$ cat src/rtl/imm_generator.sv
// RV32I immediate extraction: decodes the format from the opcode and registers
// the sign-extended (or shifted) 32-bit immediate with one cycle of latency.
module imm_generator (
  input  logic        clk,
  input  logic        rst_n,
  input  logic [31:0] instruction,
  output logic [31:0] immOut,
  output logic [2:0]  immType,
  output logic        immValid
);

  typedef enum logic [2:0] {
    FMT_NONE = 3'd0,
    FMT_I    = 3'd1,
    FMT_S    = 3'd2,
    FMT_B    = 3'd3,
    FMT_U    = 3'd4,
    FMT_J    = 3'd5
  } imm_fmt_e;

  localparam logic [6:0] OP_IMM    = 7'b0010011;
  localparam logic [6:0] OP_LOAD   = 7'b0000011;
  localparam logic [6:0] OP_JALR   = 7'b1100111;
  localparam logic [6:0] OP_SYSTEM = 7'b1110011;
  localparam logic [6:0] OP_STORE  = 7'b0100011;
  localparam logic [6:0] OP_BRANCH = 7'b1100011;
  localparam logic [6:0] OP_LUI    = 7'b0110111;
  localparam logic [6:0] OP_AUIPC  = 7'b0010111;
  localparam logic [6:0] OP_JAL    = 7'b1101111;

  imm_fmt_e    fmt;
  logic [31:0] imm_d;
  logic        sign;

  assign sign = instruction[31];

  always_comb begin
    fmt = FMT_NONE;
    case (instruction[6:0])
      OP_IMM, OP_LOAD, OP_JALR, OP_SYSTEM: fmt = FMT_I;
      OP_STORE:                            fmt = FMT_S;
      OP_BRANCH:                           fmt = FMT_B;
      OP_LUI, OP_AUIPC:                    fmt = FMT_U;
      OP_JAL:                              fmt = FMT_J;
      default:                             fmt = FMT_NONE;
    endcase
  end

  // Each format touches only its own fields so X on unused bits cannot leak.
  always_comb begin
    imm_d = '0;
    case (fmt)
      FMT_I: imm_d = {{20{sign}}, instruction[31:20]};
      FMT_S: imm_d = {{20{sign}}, instruction[31:25], instruction[11:7]};
      FMT_B: imm_d = {{19{sign}}, instruction[31], instruction[7],
                      instruction[30:25], instruction[11:8], 1'b0};
      FMT_U: imm_d = {instruction[31:12], 12'b0};
      FMT_J: imm_d = {{11{sign}}, instruction[31], instruction[19:12],
                      instruction[20], instruction[30:21], 1'b0};
      default: imm_d = '0;
    endcase
  end

  always_ff @(posedge clk) begin
    if (!rst_n) begin
      immOut   <= '0;
      immType  <= FMT_NONE;
      immValid <= 1'b0;
    end else begin
      immOut   <= imm_d;
      immType  <= fmt;
      immValid <= (fmt != FMT_NONE);
    end
  end

endmodule

$ cat config.mk
export PLATFORM = sky130hd
export DESIGN_NAME = imm_generator
export DESIGN_NICKNAME = d
export VERILOG_FILES = /design/src/rtl/imm_generator.sv
export SDC_FILE = /design/constraint.sdc
export NUM_CORES = 1
export LEC_CHECK = 0
export CORE_UTILIZATION = 25
export DETAILED_ROUTE_END_ITERATION = 7
export GPL_TIMING_DRIVEN = 0
export PLACE_DENSITY = 0.66
export SYNTH_ARGS = -nofsm -noshare
export SYNTH_HDL_FRONTEND = slang
export SYNTH_SLANG_ARGS = --single-unit
$ cat constraint.sdc
create_clock -name clk -period 3.45 [get_ports clk]
set_input_delay 0.345 -clock clk [delete_from_list [all_inputs] [get_ports clk]]
set_output_delay 0.345 -clock clk [all_outputs]
set_load 0.02 [all_outputs]
==> impl_metrics.env, run 1 <==
export IMPL_cap_violations=0
export IMPL_yosys_most_used_dff="dfxtp_1"
export IMPL_peakVddDrop_mv=0.113
export IMPL_grt_overflow_total=0
export IMPL_arrival_ns=2.53
export IMPL_cts_tree="done"
export IMPL_cp_end_kind="flop"
export IMPL_antenna_found_initial=0
export IMPL_layout_commonest_cell="clkdlybuf4s50_1"
export IMPL_fmax_mhz=421
export IMPL_drv_slew=0
export IMPL_powerDensity_mw_per_mm2=339
export IMPL_htreeDepth=2
export IMPL_ys_seq_elements=36
export IMPL_dieArea_mm2=0.00606
export IMPL_first_iter_violations=24
export IMPL_totalWireLength_um=3490
export IMPL_critPathLaunchType="input pin"
export IMPL_postSynthCellCount=143
export IMPL_fp_dieW_um=77.8
export IMPL_post_route_drc_count=0
export IMPL_power_leakage_nw=0.749
export IMPL_setup_tns_final_ns=0
export IMPL_syn_area_per_cell_um2=10.1
export IMPL_first_pass_iters=4
export IMPL_dp_final_hpwl_um=2650
export IMPL_cts_made_buffers=5
export IMPL_io_buffers=67
export IMPL_vias=1249
export IMPL_core_mm2=0.00554
export IMPL_cts_hold_buf=0
export IMPL_tightest_slew_ns=0.887
export IMPL_syn_area_mm2=0.00144
export IMPL_min_period_ns=2.37
export IMPL_vias_per_cell=4.32
export IMPL_grt_pass1_vias=1264
export IMPL_final_antenna_net_count=0
export IMPL_cts_resized=0
export IMPL_synth_edf_count=0
export IMPL_power_total_w=0.000772
export IMPL_nNetsFinal=251
export IMPL_ys_types=36
export IMPL_area_growth_pct=58.3
export IMPL_diodes=0
export IMPL_io_pins=70
export IMPL_floorplan_initialDensity_pct=25.9
export IMPL_synthTopCellsByArea="dfxtp_1 (50%), a21oi_2 (11%), nand2_1 (6.5%)"
export IMPL_clk_path_buf_depth=2
export IMPL_groute_usage_overall_pct=12.3
export IMPL_gp_congestion=0.781
export IMPL_status="complete, no violations"
export IMPL_clk_pin_slew_ns=0.07
export IMPL_worst_ep_required_time_ns=3.61
export IMPL_yosys_area_top_type="dfxtp_1"
export IMPL_crit_type="input pin to flop"
export IMPL_grt_pass1_wl_um=5780
export IMPL_synth_top_area_share_pct=50.1
export IMPL_grt_max_degree=11
export IMPL_ys_warn_count=0
export IMPL_cts_sinks=36
export IMPL_finalSetupViolations=0
export IMPL_hold_viol=0
export IMPL_final_cell_mix="clkdlybuf4s50_1 (67), dfxtp_1 (36), nand2_1 (25)"
export IMPL_hp_class="input pin to flop"
export IMPL_rsz0062_at_grt="false"
export IMPL_root_buffer="clkbuf_8"
export IMPL_die_h_um=77.8
export IMPL_ys_async_sr_fraction_pct=0
export IMPL_wl_per_cell_um=12.1
export IMPL_period_share_pct=68.8
export IMPL_cts_setup_buffers=0
export IMPL_path_max_fanout=10
export IMPL_drive_gt1_share_pct=16.1
export IMPL_relSlewSlack_pct=40.7
export IMPL_holdPathStages=4
export IMPL_std_cell_rows=27
export IMPL_ys_seq_area_share_pct=50.1
export IMPL_syn_nets=177
report_power, final:
part           total (W)  leakage, nW  internal, W  switching (W)
combinational  0.0000804        0.418    0.0000482      0.0000322
clock           0.000273       0.0410     0.000137       0.000136
sequential      0.000418        0.290     0.000417    0.000000467
total           0.000772        0.749     0.000603       0.000169
path summary, 6_finish.rpt:
check / slack [ns] / end / startpoint
max: 1.08 / immOut[26]$_SDFF_PN0_ / instruction[5]
min: 0.58 / immOut[2]$_SDFF_PN0_ / instruction[4]
logic make-up after synthesis:
logic type,share of synthesized area (%)
XOR/XNOR,0.609
flip-flops,50.1
AND/OR/NAND/NOR,21.8
multiplexers,0.783
buffers and inverters,7.14
AO/OA/AOI/OAI,19.6
Yosys cell counts, types with 2 or more instances:
library cell	number
o2111ai_1	2
or3_1	2
nor3_1	2
nand3_1	5
dfxtp_1	36
nand2_1	25
nor3b_1	2
a21oi_1	6
and2_1	10
and3b_1	2
inv_1	2
buf_12	2
a31oi_1	2
nor2_1	2
a21oi_2	18
buf_6	3
buf_2	2
clkbuf_1	2
metrics by stage:
step / hold WS (ns) / util [%] / setup WS (ns) / std cells / area, µm²
6_report: 0.576 / 41.1 / 1.08 / 289 / 2280
5_1_grt: 0.621 / 41.1 / 0.862 / 289 / 2280
4_1_cts: 0.567 / 41.1 / 1.06 / 289 / 2280
3_5_place_dp: 0.859 / 39.7 / 0.759 / 282 / 2200
3_3_place_gp: 0.865 / 39.7 / 0.807 / 282 / 2200
2_1_floorplan: 0.467 / - / 1.61 / 143 / 1440
metal layers:
layer / routed length, µm / GRT usage (%) / vias up
met5: 0 / 0 / -
met4: 39 / 5.28 / 0
met3: 205 / 3.29 / 5
met2: 1630 / 20.7 / 49
met1: 1610 / 14.7 / 555
li1: - / - / 640
final cells by class:
cell class / instances / area, µm²
Fill cell: 580 / 3260
Sequential cell: 36 / 721
Timing Repair Buffer: 67 / 671
Multi-Input combinational cell: 95 / 614
Buffer: 9 / 91.3
Tap cell: 72 / 90.1
Clock buffer: 6 / 72.6
Inverter: 3 / 11.3
Clock inverter: 1 / 5.00
worst max-delay path: stages:
cell	delay (ns)
clkdlybuf4s50_1	0.53
and2_1	0.22
o2111ai_1	0.71
a21boi_1	0.31
buf_2	0.33
a21oi_2	0.09
registers in the layout (all words and copies together) (netlist names):
name and count:
immOut 32, immType 3, immValid 1
Note: power is estimated with default switching activity, not from simulation.
==> inputs of run 2 (changes only) <==
==> constraint.sdc (replaced) <==
create_clock -name clk -period 2.5 [get_ports clk]
set_input_delay 0.25 -clock clk [delete_from_list [all_inputs] [get_ports clk]]
set_output_delay 0.25 -clock clk [all_outputs]
set_load 0.02 [all_outputs]
==> results of run 2 <==
The final DEF is identical to that of run 1. Status: complete, no violations.
Among the figures that moved: setup slack after placement 0.759 ns -> -0.0956 ns; setup slack after layout 1.08 ns -> 0.221 ns; hold slack 0.576 ns -> 0.481 ns; total power 0.000772 W -> 0.00106 W; worst IR drop on VDD 0.113 mV -> 0.156 mV
==> inputs of run 3 (changes only) <==
--- a/config.mk
+++ b/config.mk
@@ -5,10 +5,11 @@
 export SDC_FILE = /design/constraint.sdc
 export NUM_CORES = 1
 export LEC_CHECK = 0
-export CORE_UTILIZATION = 25
+export ABC_CLOCK_PERIOD_IN_PS = 2500
+export CORE_UTILIZATION = 40
 export DETAILED_ROUTE_END_ITERATION = 7
 export GPL_TIMING_DRIVEN = 0
-export PLACE_DENSITY = 0.66
+export PLACE_DENSITY = 0.91
 export SYNTH_ARGS = -nofsm -noshare
 export SYNTH_HDL_FRONTEND = slang
 export SYNTH_SLANG_ARGS = --single-unit
==> run 3 against run 2 <==
  * Core utilization is 25 points higher
  * Clock-buffer cell count is 1 lower
  * Setup slack better by 0.065 ns
  * Via count is 0.64% higher
  * Sequential cell count stayed put
  * Largest cell class unchanged
  * Largest power group unchanged
==> impl_metrics.env, run 3 (synthesis gave the netlist of run 1 again) <==
export IMPL_area_growth_pct=56.2
export IMPL_worst_ep_required_time_ns=2.73
export IMPL_std_cell_rows=21
export IMPL_first_iter_violations=36
export IMPL_startpoint="instruction[5]"
export IMPL_place_inst=256
export IMPL_gp_congestion=0.784
export IMPL_totalWireLength_um=3220
export IMPL_grt_pass1_vias=1120
export IMPL_die_h_um=62.0
export IMPL_hold_ws_ns=0.417
export IMPL_power_total_w=0.00109
export IMPL_drive_gt1_share_pct=17.0
export IMPL_fp_dieW_um=62.0
export IMPL_tightest_slew_ns=0.878
export IMPL_floorplan_initialDensity_pct=42.4
export IMPL_vias_per_cell=4.76
export IMPL_cap_violations=0
export IMPL_relSlewSlack_pct=41.4
export IMPL_cts_resized=0
export IMPL_cts_made_buffers=5
export IMPL_largest_register="immOut"
export IMPL_hp_start="instruction[4]"
export IMPL_drv_slew=0
export IMPL_pre_cts_ws_ns=-0.0849
export IMPL_cts_setup_buffers=0
export IMPL_power_leakage_nw=0.749
export IMPL_groute_usage_overall_pct=18.2
export IMPL_final_cell_mix="clkdlybuf4s50_1 (67), dfxtp_1 (36), nand2_1 (25)"
export IMPL_io_pins=70
export IMPL_wl_per_cell_um=12.2
export IMPL_first_pass_iters=4
export IMPL_cp_end_kind="flop"
export IMPL_post_route_drc_count=0
export IMPL_final_antenna_net_count=0
export IMPL_arrival_ns=2.45
export IMPL_grt_pass1_wl_um=4940
export IMPL_slowest_stage="o2111ai_1"
export IMPL_worst_slack_ns=0.286
export IMPL_cts_tree="done"
export IMPL_cts_hold_buf=0
export IMPL_fmax_mhz=452
export IMPL_hp_class="input pin to flop"
export IMPL_clk_path_buf_depth=2
export IMPL_peakVddDrop_mv=0.218
export IMPL_grt_overflow_total=0
export IMPL_status="complete, no violations"
export IMPL_largest_reg_flops=32
export IMPL_io_buffers=67
export IMPL_reg_top3="immOut (32), immType (3), immValid (1)"
export IMPL_dp_final_hpwl_um=2490
export IMPL_root_buffer="clkbuf_4"
export IMPL_rsz0062_at_grt="false"
export IMPL_finalSetupViolations=0
export IMPL_vias=1257
export IMPL_fillers=277
export IMPL_hold_viol=0
export IMPL_antenna_found_initial=0
export IMPL_diodes=0
export IMPL_powerDensity_mw_per_mm2=483
export IMPL_dieArea_mm2=0.00384
export IMPL_cts_sinks=36
export IMPL_final_cells=264
export IMPL_nNetsFinal=251
export IMPL_period_share_pct=88.6
export IMPL_path_cells="clkdlybuf4s50_1, and2_1, o2111ai_1, a21boi_1, buf_2, a21oi_2"
export IMPL_htreeDepth=2
export IMPL_crit_type="input pin to flop"
export IMPL_layout_commonest_cell="clkdlybuf4s50_1"
export IMPL_clk_pin_slew_ns=0.11
export IMPL_max_stage_delay_ns=0.72
export IMPL_min_period_ns=2.21
export IMPL_core_mm2=0.00339
export IMPL_grt_max_degree=13
export IMPL_critPathLaunchType="input pin"
export IMPL_path_max_fanout=10
run 3: power by group:
group | switching [W] | total, W | leakage (nW) | internal [W]
Combinational | 0.0000440 | 0.000110 | 0.418 | 0.0000665
Clock | 0.000190 | 0.000399 | 0.0412 | 0.000208
Sequential | 0.000000638 | 0.000577 | 0.290 | 0.000576
run 3: layer usage:
| metal | GRT usage, % | up-vias | part of all wire [%] |
|---|---|---|---|
| li1 | - | 638 | - |
| met4 | 9.21 | 0 | 1.5 |
| met2 | 30.7 | 51 | 50 |
| met5 | 0 | - | 0 |
| met3 | 6.00 | 6 | 6.5 |
| met1 | 20.5 | 562 | 41 |
run 3: stage by stage:
step	util, %	instance area, µm²	TNS (ns)
2_1_floorplan	-	1440	0
3_3_place_gp	63.9	2170	0
3_5_place_dp	63.9	2170	-0.750
4_1_cts	66.3	2250	0
5_1_grt	66.3	2250	0
6_report	66.3	2250	0
run 3: layout make-up:
type                       instances  area (µm²)  area share, %
timing repair buffer              67         671           29.9
inverter                           3        11.3          0.501
tap                               46        57.6           2.56
buffer                             9        91.3           4.07
clock buffer                       5        37.5           1.67
sequential                        36         721           32.1
multi-input combinational         95         614           27.4
clock inverter                     3        42.5           1.89
run 3: path summary, 6_finish.rpt:
path                                 to  slack, ns  cells past startpoint
setup / recovery  immOut[21]$_SDFF_PN0_       0.29                      6
hold / removal     immOut[2]$_SDFF_PN0_       0.42                      4
run 3: worst max-delay path, delay by kind of cell:
family,cells,cell delay [ns]
buf+inv,2,0.85
compound gates,3,1.13
simple gates,1,0.22
==> variant (flow settings as in run 2) <==
Remove the register `immOut`: a continuous assignment takes its place, so the output `immOut` follows one clock earlier.
--- a/src/rtl/imm_generator.sv
+++ b/src/rtl/imm_generator.sv
@@ -63,15 +63,15 @@
 
   always_ff @(posedge clk) begin
     if (!rst_n) begin
-      immOut   <= '0;
       immType  <= FMT_NONE;
       immValid <= 1'b0;
     end else begin
-      immOut   <= imm_d;
       immType  <= fmt;
       immValid <= (fmt != FMT_NONE);
     end
   end
 
+  assign immOut = imm_d;
+
 endmodule
 
Formal check against the unedited RTL: not equivalent (a bounded check fails within 4 cycles, from zero or initial values and one cycle with rst_n low).
==> variant against run 2 <==
  * Power decreased by 72%
  * Routed wire length decreased by 24%
  * Sequential power decreased by 89%
  * Maximum frequency decreased by 5.6%
  * Sequential cell count decreased by 32
  * Count of clock-buffer cells in the layout decreased by 3
  * Global-route usage increased by 7.2 points
  * First-iteration DRC count decreased by 38%
  * Setup slack got worse by 0.14 ns
  * Synthesized area decreased by 57%
  * Cell area decreased by 37%
  * Largest cell class unchanged
  * Largest power group is now combinational cells
==> variant: results (changes against run 2) <==
| Metric | Value |
|---|---|
| Status | `finished, final reports clean` |
| Yosys cell types | `32 (-11%)` |
| Placer Congestion | `0.759 (-2.8%)` |
| Met3 usage | `1.75% (-1.5 points)` |
| Largest cells by area after synthesis | `a21o_1 23%, dfxtp_1 13%, a32o_1 6.5%` |
| Number of global-route vias before repair | `836 (-34%)` |
| Hpwl dp | `2030 um (-24%)` |
| Global-route wire length before repair | `3960 um (-31%)` |
| Fill cells | `201 (-65%)` |
| Met2 Usage GRT | `31.6% (+11 points)` |
| Dpl cells | `177 (-37%)` |
| Flop pwr share | `22.1% (-32 points)` |
| Total Routing Usage GR | `19.5% (+7.2 points)` |
| Post-cts resize count | `42 (+42)` |
| DR WL met2 | `1290 um (-21%)` |
| Slowest CP cell | `clkdlybuf4s50_1` |
| Net Count, Synth | `116 (-34%)` |
| Clock slew at reported path FFs | `0.03 ns (-0.04 ns)` |
| Critical Path Start | `instruction[6]` |
| P_leak | `0.826 nW (+10%)` |
| Worst stage delay on the critical path | `0.60 ns (-0.11 ns)` |
| Clk power | `83.1 uW (-78%)` |
| NetSw | `95.0 uW (-59%)` |
| Fin nets | `191 (-24%)` |
| Peak supply drop | `0.202 mV (+30%)` |
| Met1 Use GR | `26.7% (+12 points)` |
| Seq/Total Area, Yosys | `13.0% (-37 points)` |
| Post-synthesis xor/xnor area fraction | `1.42% (+0.81 points)` |
| H-tree depth | `1 (-1)` |
| Via count | `909 (-27%)` |
| Cells after Synth | `82 (-43%)` |
| Fmax | `414 MHz (-5.6%)` |
| Rel. slew slack | `68.5% (+28 points)` |
| Proportion of layout cells with a drive suffix above 1 | `17.4% (+1.3 points)` |
| Drt wl/cell | `14.5 um (+20%)` |
| Iteration-0 DRC Markers | `15 (-38%)` |
| CTS buffer count | `3 (-2)` |
| Compound-Gate Fraction of Synth Area | `47.2% (+28 points)` |
| Placed Area | `1320 um^2 (-40%)` |
| List of most frequent post-synthesis cells | `19 x a21o_1, 6 x and2_1, 6 x nand2_1, 6 x nor2b_1, 5 x a21oi_1` |
| Most frequent cell after synthesis | `a21o_1` |
==> variant: cell types whose count changed after synthesis, sizes merged, moves of 4 or more <==
cell and change:
dfxtp -32, a21o +19, a21oi -19, nand2 -19
nor2b +5, a32o +4, and2 -4, buf -4
==> variant: layout make-up <==
class,count,share of cell area (%)
Timing Repair Buffer,69,49.3
Multi-Input combinational cell,74,38.8
Sequential cell,4,5.61
Tap cell,28,2.46
Buffer,4,2.02
Clock buffer,3,1.58
Inverter,1,0.263
==> variant: worst min path at each step <==
stage / startpoint / end / slack, ns / cells after the start
3_5_place_dp: instruction[4] / immType[1]$_SDFF_PN0_ / 0.82 / 4
4_1_cts: instruction[4] / immType[1]$_SDFF_PN0_ / 0.51 / 4
3_3_place_gp: instruction[4] / immType[1]$_SDFF_PN0_ / 0.81 / 4
2_1_floorplan: rst_n / immType[0]$_SDFF_PN0_ / 0.37 / 1
6_report: instruction[4] / immType[1]$_SDFF_PN0_ / 0.51 / 4
5_1_grt: instruction[4] / immType[1]$_SDFF_PN0_ / 0.53 / 4
